$ cat src/rtl/pid_mul_arbiter.sv
// pid_mul_arbiter: round-robin arbiter sharing one signed AWxBW multiplier
// between up to four requesters. Each product comes back LAT cycles after
// its capture edge, tagged with the ID of the requester that won the grant.

// One pipeline stage carrying {valid, id, product}. The payload only loads
// when the incoming valid is set, so idle cycles leave the last product and
// ID in place.
module pid_mul_stage #(
  parameter int PW = 36
) (
  input  logic          clk,
  input  logic          rst_n,
  input  logic          in_vld,
  input  logic [1:0]    in_id,
  input  logic [PW-1:0] in_p,
  output logic          vld,
  output logic [1:0]    id,
  output logic [PW-1:0] p
);

  // Valid shifts every cycle; the payload loads only when the incoming beat is valid.
  always_ff @(posedge clk) begin
    if (!rst_n) begin
      vld <= 1'b0;
      id  <= '0;
      p   <= '0;
    end else begin
      vld <= in_vld;
      if (in_vld) begin
        id <= in_id;
        p  <= in_p;
      end
    end
  end

endmodule

module pid_mul_arbiter #(
  parameter int NREQ = 3,
  parameter int AW   = 18,
  parameter int BW   = 18,
  parameter int LAT  = 2
) (
  input  logic               Clk,
  input  logic               Rst_n,
  input  logic [NREQ-1:0]    Req,
  input  logic [NREQ*AW-1:0] A_in,
  input  logic [NREQ*BW-1:0] B_in,
  output logic [NREQ-1:0]    Gnt,
  output logic               Rsp_Valid,
  output logic [1:0]         Rsp_Id,
  output logic [AW+BW-1:0]   Rsp_P,
  output logic               Busy
);

  localparam int PW = AW + BW;

  logic [1:0]    ptr;
  logic [1:0]    ptr_nxt;
  logic [3:0]    req_pad;
  logic [2:0]    idx;
  logic [1:0]    win;
  logic          hit;
  logic [AW-1:0] a_sel;
  logic [BW-1:0] b_sel;
  logic [PW-1:0] prod;

  // Stage 0 is the arbiter output; stages 1..LAT are registered.
  logic [LAT:0]          vld_pipe;
  logic [LAT:0][1:0]     id_pipe;
  logic [LAT:0][PW-1:0]  p_pipe;

  // Round-robin search starting at ptr; requesters beyond NREQ read as idle.
  always_comb begin
    req_pad = '0;
    req_pad[NREQ-1:0] = Req;
    hit = 1'b0;
    win = '0;
    idx = '0;
    for (int k = 0; k < NREQ; k++) begin
      idx = {1'b0, ptr} + 3'(k);
      if (idx >= 3'(NREQ)) idx = idx - 3'(NREQ);
      if (!hit && req_pad[idx[1:0]]) begin
        hit = 1'b1;
        win = idx[1:0];
      end
    end
  end

  // One-hot grant, suppressed during reset so a Req edge at reset is ignored.
  always_comb begin
    Gnt = '0;
    for (int i = 0; i < NREQ; i++) Gnt[i] = hit && Rst_n && (win == 2'(i));
  end

  // Priority moves to the requester just after the winner; with NREQ=1 it stays at 0.
  always_comb begin
    ptr_nxt = (win == 2'(NREQ - 1)) ? 2'd0 : win + 2'd1;
  end

  // Priority pointer register.
  always_ff @(posedge Clk) begin
    if (!Rst_n)   ptr <= '0;
    else if (hit) ptr <= ptr_nxt;
  end

  // Winner's operands, sign-extended to full width so the low PW bits of the
  // product are exact.
  always_comb begin
    a_sel = A_in[32'(win)*AW +: AW];
    b_sel = B_in[32'(win)*BW +: BW];
    prod  = {{BW{a_sel[AW-1]}}, a_sel} * {{AW{b_sel[BW-1]}}, b_sel};
  end

  assign vld_pipe[0] = hit && Rst_n;
  assign id_pipe[0]  = win;
  assign p_pipe[0]   = prod;

  for (genvar g = 1; g <= LAT; g++) begin : g_stage
    pid_mul_stage #(.PW(PW)) u_stage (
      .clk    (Clk),
      .rst_n  (Rst_n),
      .in_vld (vld_pipe[g-1]),
      .in_id  (id_pipe[g-1]),
      .in_p   (p_pipe[g-1]),
      .vld    (vld_pipe[g]),
      .id     (id_pipe[g]),
      .p      (p_pipe[g])
    );
  end

  assign Rsp_Valid = vld_pipe[LAT];
  assign Rsp_Id    = id_pipe[LAT];
  assign Rsp_P     = p_pipe[LAT];
  assign Busy      = |vld_pipe[LAT:1];

endmodule
$ cat config.mk
export PLATFORM = sky130hd
export DESIGN_NAME = pid_mul_arbiter
export DESIGN_NICKNAME = d
export VERILOG_FILES = /design/src/rtl/pid_mul_arbiter.sv
export SDC_FILE = /design/constraint.sdc
export NUM_CORES = 1
export LEC_CHECK = 0
export CORE_MARGIN = 4
export CORE_UTILIZATION = 65
export CTS_CLUSTER_SIZE = 12
export DETAILED_ROUTE_END_ITERATION = 6
export PLACE_DENSITY = 0.89
export SETUP_SLACK_MARGIN = 0.2
export SLEW_MARGIN = 20
export SYNTH_ARGS = -nofsm -noshare
export SYNTH_HDL_FRONTEND = slang
export SYNTH_HIERARCHICAL = 1
export SYNTH_SLANG_ARGS = --single-unit
$ cat constraint.sdc
create_clock -name Clk -period 20.8 [get_ports Clk]
set_clock_uncertainty 0.2 [all_clocks]
set_input_delay 3.12 -clock Clk [delete_from_list [all_inputs] [get_ports Clk]]
set_output_delay 3.12 -clock Clk [all_outputs]
set_load 0.01 [all_outputs]
==> impl_metrics.ini, run 1 <==
[status]
status = finished, final reports clean

[clocking]
cts.root.buffer_cell = clkbuf_16
cts_sinks = 80
tritoncts = done
post_cts.repair.setup_buffers = 0
numCtsBuffers = 9
clk_latency_ns = 0.35
postCtsResizedCells = 0
holdBufCountCts = 0
path_clk_slew_ns = 0.08
htree_levels = 3
cts_buffer_depth = 2

[global_routing]
grt_max_degree = 82
grt_pass1_wl_mm = 68.9
grt_overflow_total = 0
grt_pass1_vias = 13700
busiest_layer = met2
grt_use_met3_pct = 6.02
met1_usage_pct = 37.7
use_met2_pct = 53.8
grt_usage_pct = 31.1
antenna_found_initial = 0

[yosys]
synth_cell_types = 67
synth_seq_area_share_pct = 9.78
ys_seq_elements = 80
async_flop_share_pct = 0
synth_area_um2 = 16400
avgSynthCellArea_um2 = 9.09
synth-warning-count = 6
synth_edf_count = 0
ys.flop_type = dfxtp_1
syn_inst = 1803
synth_nets = 2342

[finish]
fin_nets = 2447
fillers = 1755
area_delta_synth_final_pct = 11.4
layout-drive-gt1-share_pct = 3.40
antenna_cells = 0

[place]
gp_congestion = 1.01
numPortBuffers = 155
dpl.hpwl_mm = 35.4

[timing]
rsz0062_at_grt = no
period_minus_slack_ns = 12.02
finalCritPeriodShare_pct = 57.8
max-slew-margin-rel_pct = 21.7
fmaxAchievable_ghz = 0.0832
slew_viol_final = 0
tightest_slew_ns = 1.18
setup_viol = 0
hold_violations = 0
tns_ns = 0

[critical_path]
crit_type = input port to register
critPathCaptureType = register
critPathArrivalTime_ns = 12.10
path_max_fanout = 49
crit_path_start_kind = input port
worstPathRequired_ns = 20.88
crit_start = Req[1]
r2r_cells = 29
r2r-end = g_stage[1].u_stage/p[35]$_SDFFE_PN0P_
rr_startpoint = ptr[0]$_SDFFE_PN0N_
r2r_slack_ns = 11.21

[min_path]
min_to = ptr[0]$_SDFFE_PN0N_
worst_hold_path.num_cells = 2
hp-start = ptr[0]$_SDFFE_PN0N_
hold_path.class = register to register

[floorplanning]
coreArea_um2 = 24500
chipWidth_um = 167
dieArea_um2 = 27800
ios = 156
start_util_pct = 66.8
rows = 57
die_h_um = 167

[route]
drt_iter0_drc = 966
num_vias = 12900
detail_route.vias_per_cell = 5.79
routed_wl_mm = 43.1
postRouteAntennaNets = 0
first_pass_iters = 7
drc = 0
wl_per_cell_um = 19.3

[run]
drv_cap = 0
-- worst max path at each step --
stage / end / slack [ns] / cells after the start
floorplan: g_stage[1].u_stage/p[35]$_SDFFE_PN0P_ / 10.72 / 29
global placement: g_stage[1].u_stage/p[35]$_SDFFE_PN0P_ / 8.66 / 28
detailed placement: g_stage[1].u_stage/p[35]$_SDFFE_PN0P_ / 8.45 / 28
CTS: g_stage[1].u_stage/p[35]$_SDFFE_PN0P_ / 8.80 / 28
global route: g_stage[1].u_stage/p[35]$_SDFFE_PN0P_ / 8.06 / 31
finish: g_stage[1].u_stage/p[35]$_SDFFE_PN0P_ / 8.78 / 28
-- cell usage in the layout, fill, tap and decap left out, drive strengths merged, types with 19 or more instances in the layout --
cell type      instances
a21o                  27
a21oi                 53
clkdlybuf4s50        154
dfxtp                 80
fa                   329
ha                    97
inv                  380
mux2i                117
nand2                172
nor2                 213
nor2b                 82
o21a                  19
o21ai                 32
xnor2                 26
-- final cells by class --
class | count | area [um2] | share of cell area, %
clock inverter | 7 | 60.1 | 0.329
timing repair buffer | 165 | 1620 | 8.89
multi-input combinational | 1276 | 12900 | 70.8
tap | 324 | 405 | 2.22
clock buffer | 9 | 225 | 1.23
inverter | 376 | 1410 | 7.73
sequential | 80 | 1600 | 8.78
-- synthesized netlist by cell type, types with 2 or more instances --
master | count | area, um2
a21oi_1 | 32 | 160
xor2_1 | 11 | 96.3
a21o_1 | 27 | 203
nand3b_1 | 3 | 22.5
dfxtp_1 | 80 | 1600
ha_1 | 97 | 1210
o21a_1 | 19 | 143
o2bb2ai_4 | 2 | 55.1
buf_12 | 2 | 40.0
o41ai_2 | 2 | 32.5
o21ai_0 | 19 | 95.1
a21oi_2 | 20 | 175
o21bai_1 | 5 | 37.5
o211ai_1 | 3 | 22.5
buf_6 | 5 | 56.3
nor3b_1 | 2 | 15.0
buf_4 | 12 | 90.1
nor3_1 | 4 | 20.0
nand2_1 | 172 | 646
nand4_1 | 3 | 18.8
mux2i_1 | 117 | 1170
inv_1 | 376 | 1410
o21ai_1 | 9 | 45.0
nand2b_1 | 9 | 56.3
a211oi_1 | 4 | 30.0
nor2_1 | 213 | 800
o21ai_2 | 4 | 35.0
a2111oi_0 | 3 | 26.3
or2_1 | 5 | 31.3
buf_8 | 3 | 45.0
and2_1 | 13 | 81.3
and3_1 | 4 | 25.0
nor2b_1 | 82 | 513
fa_1 | 329 | 6590
clkbuf_1 | 9 | 33.8
a31oi_1 | 3 | 18.8
nand3_1 | 4 | 20.0
o2111ai_1 | 2 | 17.5
buf_2 | 40 | 200
o22ai_1 | 2 | 12.5
xnor2_1 | 26 | 228
-- state kept, by name (all words and copies together), names as in the netlist --
name and count:
g_stage.u_stage/id 4, g_stage.u_stage/p 72, g_stage.u_stage/vld 2, ptr 2
-- per-stage QoR --
stage	worst slack [ns]	hold slack [ns]	cells	cell area (um2)	util [%]
finish	8.78	0.307	2237	18200	74.4
global route	8.06	0.347	2237	18200	74.4
CTS	8.80	0.308	2237	18200	74.4
detailed placement	8.45	0.297	2221	18000	73.2
global placement	8.66	0.281	2221	18000	73.2
floorplan	10.72	0.265	1803	16400	-
-- cells by family after synthesis --
logic type               Yosys count  share of synthesized area, %
multiplexers                     118                          7.22
AO/OA/AOI/OAI                    176                          7.97
adder cells (fa/ha/maj)          426                          47.6
flip-flops                        80                          9.78
AND/OR/NAND/NOR                  519                          14.0
XOR/XNOR                          37                          1.98
buffers and inverters            447                          11.5
-- critical path, stage by stage --
cell and delay [ns]:
clkdlybuf4s50_1 0.57, nor2b_1 0.19, o21bai_1 0.13, a32oi_1 0.10, o21ai_4 0.14, buf_4 0.44, and2b_4 0.76, a21o_1 0.54
nand2_1 0.22, fa_1 0.57, inv_1 0.15, fa_1 0.82, inv_1 0.15, fa_1 0.50, inv_1 0.05, fa_1 0.55
fa_1 0.43, fa_1 0.46, ha_1 0.38, a21oi_1 0.35, o21ai_1 0.12, a2111oi_0 0.43, o21bai_1 0.15, a41o_1 0.21
a211oi_1 0.18, a221o_1 0.15, mux2i_1 0.07, nor2b_1 0.12
-- layer usage --
layer	vias to the layer above	wire, um
met1	6427	15000
met5	-	0
met2	640	21900
met4	0	2530
met3	203	3650
li1	5676	-
Power of run 1 is left out: the tool's default activity adds up to more than one toggle a clock period on the data nets, which glitch-free logic cannot reach.
==> inputs of run 2 (changes only) <==
--- a/config.mk
+++ b/config.mk
@@ -6,10 +6,10 @@
 export NUM_CORES = 1
 export LEC_CHECK = 0
 export CORE_MARGIN = 4
-export CORE_UTILIZATION = 65
+export CORE_UTILIZATION = 61
 export CTS_CLUSTER_SIZE = 12
 export DETAILED_ROUTE_END_ITERATION = 6
-export PLACE_DENSITY = 0.89
+export PLACE_DENSITY = 0.84
 export SETUP_SLACK_MARGIN = 0.2
 export SLEW_MARGIN = 20
 export SYNTH_ARGS = -nofsm -noshare
==> constraint.sdc (replaced) <==
create_clock -name Clk -period 12.2 [get_ports Clk]
set_clock_uncertainty 0.2 [all_clocks]
set_input_delay 1.83 -clock Clk [delete_from_list [all_inputs] [get_ports Clk]]
set_output_delay 1.83 -clock Clk [all_outputs]
set_load 0.01 [all_outputs]
==> run 2 against run 1 <==
  * Routed wire length shrank 0.86%
  * Non-clock buffer count is 2 lower
  * Global-route usage shrank 1.6 points
  * Die area rose by 6.2%
  * Critical path type unchanged
  * Critical endpoint unchanged
  * Largest cell class unchanged
  * Highest routed layer unchanged
==> impl_metrics.ini, run 2 (synthesized netlist as in run 1, its figures left out) <==
[floorplanning]
die_h_um = 172
start_util_pct = 62.5
chipWidth_um = 172
ios = 156
rows = 59
coreArea_um2 = 26200
dieArea_um2 = 29500

[critical_path]
path_max_fanout = 56
crit_path_frequent_cell = fa_1
slowest_delay_ns = 0.82
critPathArrivalTime_ns = 10.57
r2r-end = g_stage[1].u_stage/p[35]$_SDFFE_PN0P_
r2r_cells = 29
r2r_slack_ns = 2.91
crit_type = input port to register
critPathCaptureType = register
worstPathRequired_ns = 12.29
crit_path_start_kind = input port
cpMaxStageDelayCell = fa_1
rr_startpoint = ptr[0]$_SDFFE_PN0N_

[finish]
area_delta_synth_final_pct = 11.6
final_cell_mix = inv_1, fa_1, nor2_1
largest_reg_flops = 72
layout-drive-gt1-share_pct = 3.30
fin_nets = 2445
design_area_um2 = 18300
layout_commonest_cell = inv_1
regMostFlops = g_stage.u_stage/p
stdcell_count = 2248
top_regs = g_stage.u_stage/p (72), g_stage.u_stage/id (4)
fillers = 2022

[timing]
setup_viol = 0
fmaxAchievable_ghz = 0.0954
fin_ws_ns = 1.72
tns_ns = 0
hold_violations = 0
finalCritPeriodShare_pct = 85.9
slew_viol_final = 0
max-slew-margin-rel_pct = 22.8
rsz0062_at_grt = no
tightest_slew_ns = 1.16
period_minus_slack_ns = 10.48

[clocking]
path_clk_slew_ns = 0.08
numCtsBuffers = 9
holdBufCountCts = 0
htree_levels = 3
cts_buffer_depth = 2
cts_sinks = 80
postCtsResizedCells = 0
clk_latency_ns = 0.35
tritoncts = done
post_cts.repair.setup_buffers = 0
cts.root.buffer_cell = clkbuf_16

[route]
first_pass_iters = 5
num_vias = 12800
postRouteAntennaNets = 0
drc = 0
detail_route.vias_per_cell = 5.71
drt_iter0_drc = 1027
wl_per_cell_um = 19.0
routed_wl_mm = 42.7

[min_path]
min_to = g_stage[1].u_stage/p[27]$_SDFFE_PN0P_
worst_hold_path.num_cells = 2
hp-start = g_stage[1].u_stage/p[27]$_SDFFE_PN0P_
hold_path.class = register to register

[place]
dpl.hpwl_mm = 34.8
numPortBuffers = 155
gp_congestion = 0.964
dpl_cell_area_um2 = 18000
dp_slack_ns = 1.44
placedCellCount = 2230

[status]
status = finished, final reports clean

[global_routing]
grt_pass1_wl_mm = 67.8
grt_pass1_vias = 13600
grt_overflow_total = 0
grt_usage_pct = 29.4
antenna_found_initial = 0
grt_max_degree = 82

[run]
drv_cap = 0
run 2: cell count changes in the layout (fill, tap and decap cells not counted):
| cell | delta |
|---|---|
| buf_4 | -2 |
| bufinv_16 | +1 |
| diode_2 | +2 |
| clkinvlp_4 | -1 |
run 2: worst max-delay path by stage:
stage | start | endpoint | slack (ns) | depth (start not counted)
3_5_place_dp | Req[1] | g_stage[1].u_stage/p[35]$_SDFFE_PN0P_ | 1.44 | 28
3_3_place_gp | Req[2] | g_stage[1].u_stage/p[35]$_SDFFE_PN0P_ | 1.74 | 28
2_1_floorplan | Req[1] | g_stage[1].u_stage/p[35]$_SDFFE_PN0P_ | 3.41 | 29
5_1_grt | Req[1] | g_stage[1].u_stage/p[35]$_SDFFE_PN0P_ | 1.18 | 31
6_report | Req[1] | g_stage[1].u_stage/p[35]$_SDFFE_PN0P_ | 1.72 | 28
4_1_cts | Req[1] | g_stage[1].u_stage/p[35]$_SDFFE_PN0P_ | 1.80 | 28
run 2: metrics by stage:
step	utilization, %	hold slack (ns)
global placement	68.5	0.279
floorplan	-	0.265
CTS	69.7	0.315
finish	69.7	0.319
detailed placement	68.5	0.302
global route	69.7	0.339
run 2: routing by layer:
layer	track usage (%)	vias to the layer above	routed length [um]
met5	0	-	0
met4	14.7	0	2360
met3	6.06	158	3650
met2	49.9	625	21500
met1	36.0	6373	15300
li1	-	5682	-
run 2: cell type report:
cell class	count	area [um2]	share of cell area, %
Sequential cell	80	1600	8.77
Multi-Input combinational cell	1276	12900	70.7
Clock inverter	7	82.6	0.452
Inverter	376	1410	7.72
Timing Repair Buffer	163	1610	8.79
Clock buffer	9	225	1.23
Tap cell	335	419	2.29
Antenna cell	2	5.00	0.0274
run 2: worst max-delay path, delay by kind of cell:
family	cells	cell delay [ns]
adder cells (fa/ha/maj)	7	3.73
AO/OA/AOI/OAI	10	2.49
buffers and inverters	5	1.47
multiplexers	3	0.55
AND/OR/NAND/NOR	3	0.49
Power of run 2 is left out for the same reason.
==> inputs of run 3 (changes only) <==
--- a/config.mk
+++ b/config.mk
@@ -5,7 +5,7 @@
 export SDC_FILE = /design/constraint.sdc
 export NUM_CORES = 1
 export LEC_CHECK = 0
-export CORE_MARGIN = 4
+export CORE_MARGIN = 2
 export CORE_UTILIZATION = 61
 export CTS_CLUSTER_SIZE = 12
 export DETAILED_ROUTE_END_ITERATION = 6
==> run 3 against run 2 <==
  * Non-clock buffer count rose by 5
  * Global-route usage is 1.6 points higher
  * First-iteration DRC count shrank 5.2%
  * Maximum frequency shrank 2.9%
  * Critical endpoint is now g_stage[1].u_stage/p[30]$_SDFFE_PN0P_
  * Largest cell class unchanged
==> impl_metrics.ini, run 3 (synthesized netlist as in run 1, its figures left out) <==
[route]
postRouteAntennaNets = 0
wl_per_cell_um = 19.1
first_pass_iters = 5
num_vias = 12800
drc = 0
drt_iter0_drc = 974
routed_wl_mm = 42.9
detail_route.vias_per_cell = 5.68

[global_routing]
grt_pass1_vias = 13700
grt_overflow_total = 0
grt_max_degree = 82
grt_pass1_wl_mm = 68.3
grt_usage_pct = 31.0
antenna_found_initial = 0

[floorplanning]
start_util_pct = 62.5
die_h_um = 168
coreArea_um2 = 26200
chipWidth_um = 168
rows = 59
dieArea_um2 = 28200
ios = 156

[clocking]
holdBufCountCts = 0
htree_levels = 3
clk_latency_ns = 0.36
cts.root.buffer_cell = clkbuf_16
cts_buffer_depth = 2
path_clk_slew_ns = 0.09
post_cts.repair.setup_buffers = 0
tritoncts = done
cts_sinks = 80
numCtsBuffers = 9
postCtsResizedCells = 0

[timing]
tns_ns = 0
tightest_slew_ns = 1.06
period_minus_slack_ns = 10.79
max-slew-margin-rel_pct = 29.3
hold_violations = 0
finalCritPeriodShare_pct = 88.4
rsz0062_at_grt = no
slew_viol_final = 0
setup_viol = 0
fmaxAchievable_ghz = 0.0927

[critical_path]
worstPathRequired_ns = 12.23
slowest_delay_ns = 0.74
crit_path_frequent_cell = inv_1
crit_path_start_kind = input port
critPathCaptureType = register
critPathArrivalTime_ns = 10.82
cp_num_buf_inv = 7
cpMaxStageDelayCell = a21oi_2
crit_type = input port to register
path_max_fanout = 49
critPathTopFamily = adder cells

[finish]
fillers = 2005
regMostFlops = g_stage.u_stage/p
antenna_cells = 0
layout.area.seq_um2 = 1600
layout_commonest_cell = inv_1
stdcell_count = 2251
largest_reg_flops = 72
area_delta_synth_final_pct = 11.8
fin_nets = 2450
layout-drive-gt1-share_pct = 3.55
final_cell_mix = inv_1, fa_1, nor2_1
top_regs = g_stage.u_stage/p (72), g_stage.u_stage/id (4)
multi_input_area_um2 = 12900
design_area_um2 = 18300

[place]
placedCellCount = 2235
gp_congestion = 0.977
numPortBuffers = 155
dpl.hpwl_mm = 34.7
dpl_cell_area_um2 = 18000

[run]
drv_cap = 0

[min_path]
hold_path.class = register to register

[status]
status = finished, final reports clean
-- run 3: cell count changes in the layout (fill, tap and decap cells not counted), sizes merged --
cell	change
inv	-1
buf	+5
diode	-2
clkinvlp	-1
clkinv	+2
-- run 3: through the flow --
| step | setup WS (ns) | hold WS (ns) | util (%) |
|---|---|---|---|
| floorplan | 3.41 | 0.265 | - |
| global placement | 1.38 | 0.284 | 68.7 |
| detailed placement | 1.23 | 0.306 | 68.7 |
| CTS | 1.51 | 0.318 | 69.9 |
| global route | 0.805 | 0.338 | 69.9 |
| finish | 1.41 | 0.311 | 69.9 |
-- run 3: final timing paths --
kind,from,endpoint,slack [ns],cells past startpoint
max,Req[1],g_stage[1].u_stage/p[30]$_SDFFE_PN0P_,1.41,28
min reg2reg,ptr[0]$_SDFFE_PN0N_,ptr[0]$_SDFFE_PN0N_,0.31,2
min,ptr[0]$_SDFFE_PN0N_,ptr[0]$_SDFFE_PN0N_,0.31,2
max reg2reg,ptr[0]$_SDFFE_PN0N_,g_stage[1].u_stage/p[30]$_SDFFE_PN0P_,2.61,29
-- run 3: final cells by class --
type,instances,area share (%)
repair buffers,168,8.98
flip-flops and latches,80,8.75
inverters,376,7.71
clock inverters,7,0.458
multi-input cells,1276,70.6
well taps,335,2.29
clock buffers,9,1.23
-- run 3: tightest hold or removal path: stages, from the launching register on --
cell      delay, ns
dfxtp_1        0.35
nand2_1        0.07
a21boi_1       0.05
-- run 3: layer usage --
layer	GRT usage [%]	up-vias	routed length (um)	share of wire (%)
met5	0	-	0	0
met4	17.6	0	2610	6.1
met3	5.34	168	3410	8.0
met2	53.3	605	21400	50
met1	37.0	6314	15500	36
li1	-	5700	-	-
Power of run 3 is left out for the same reason.
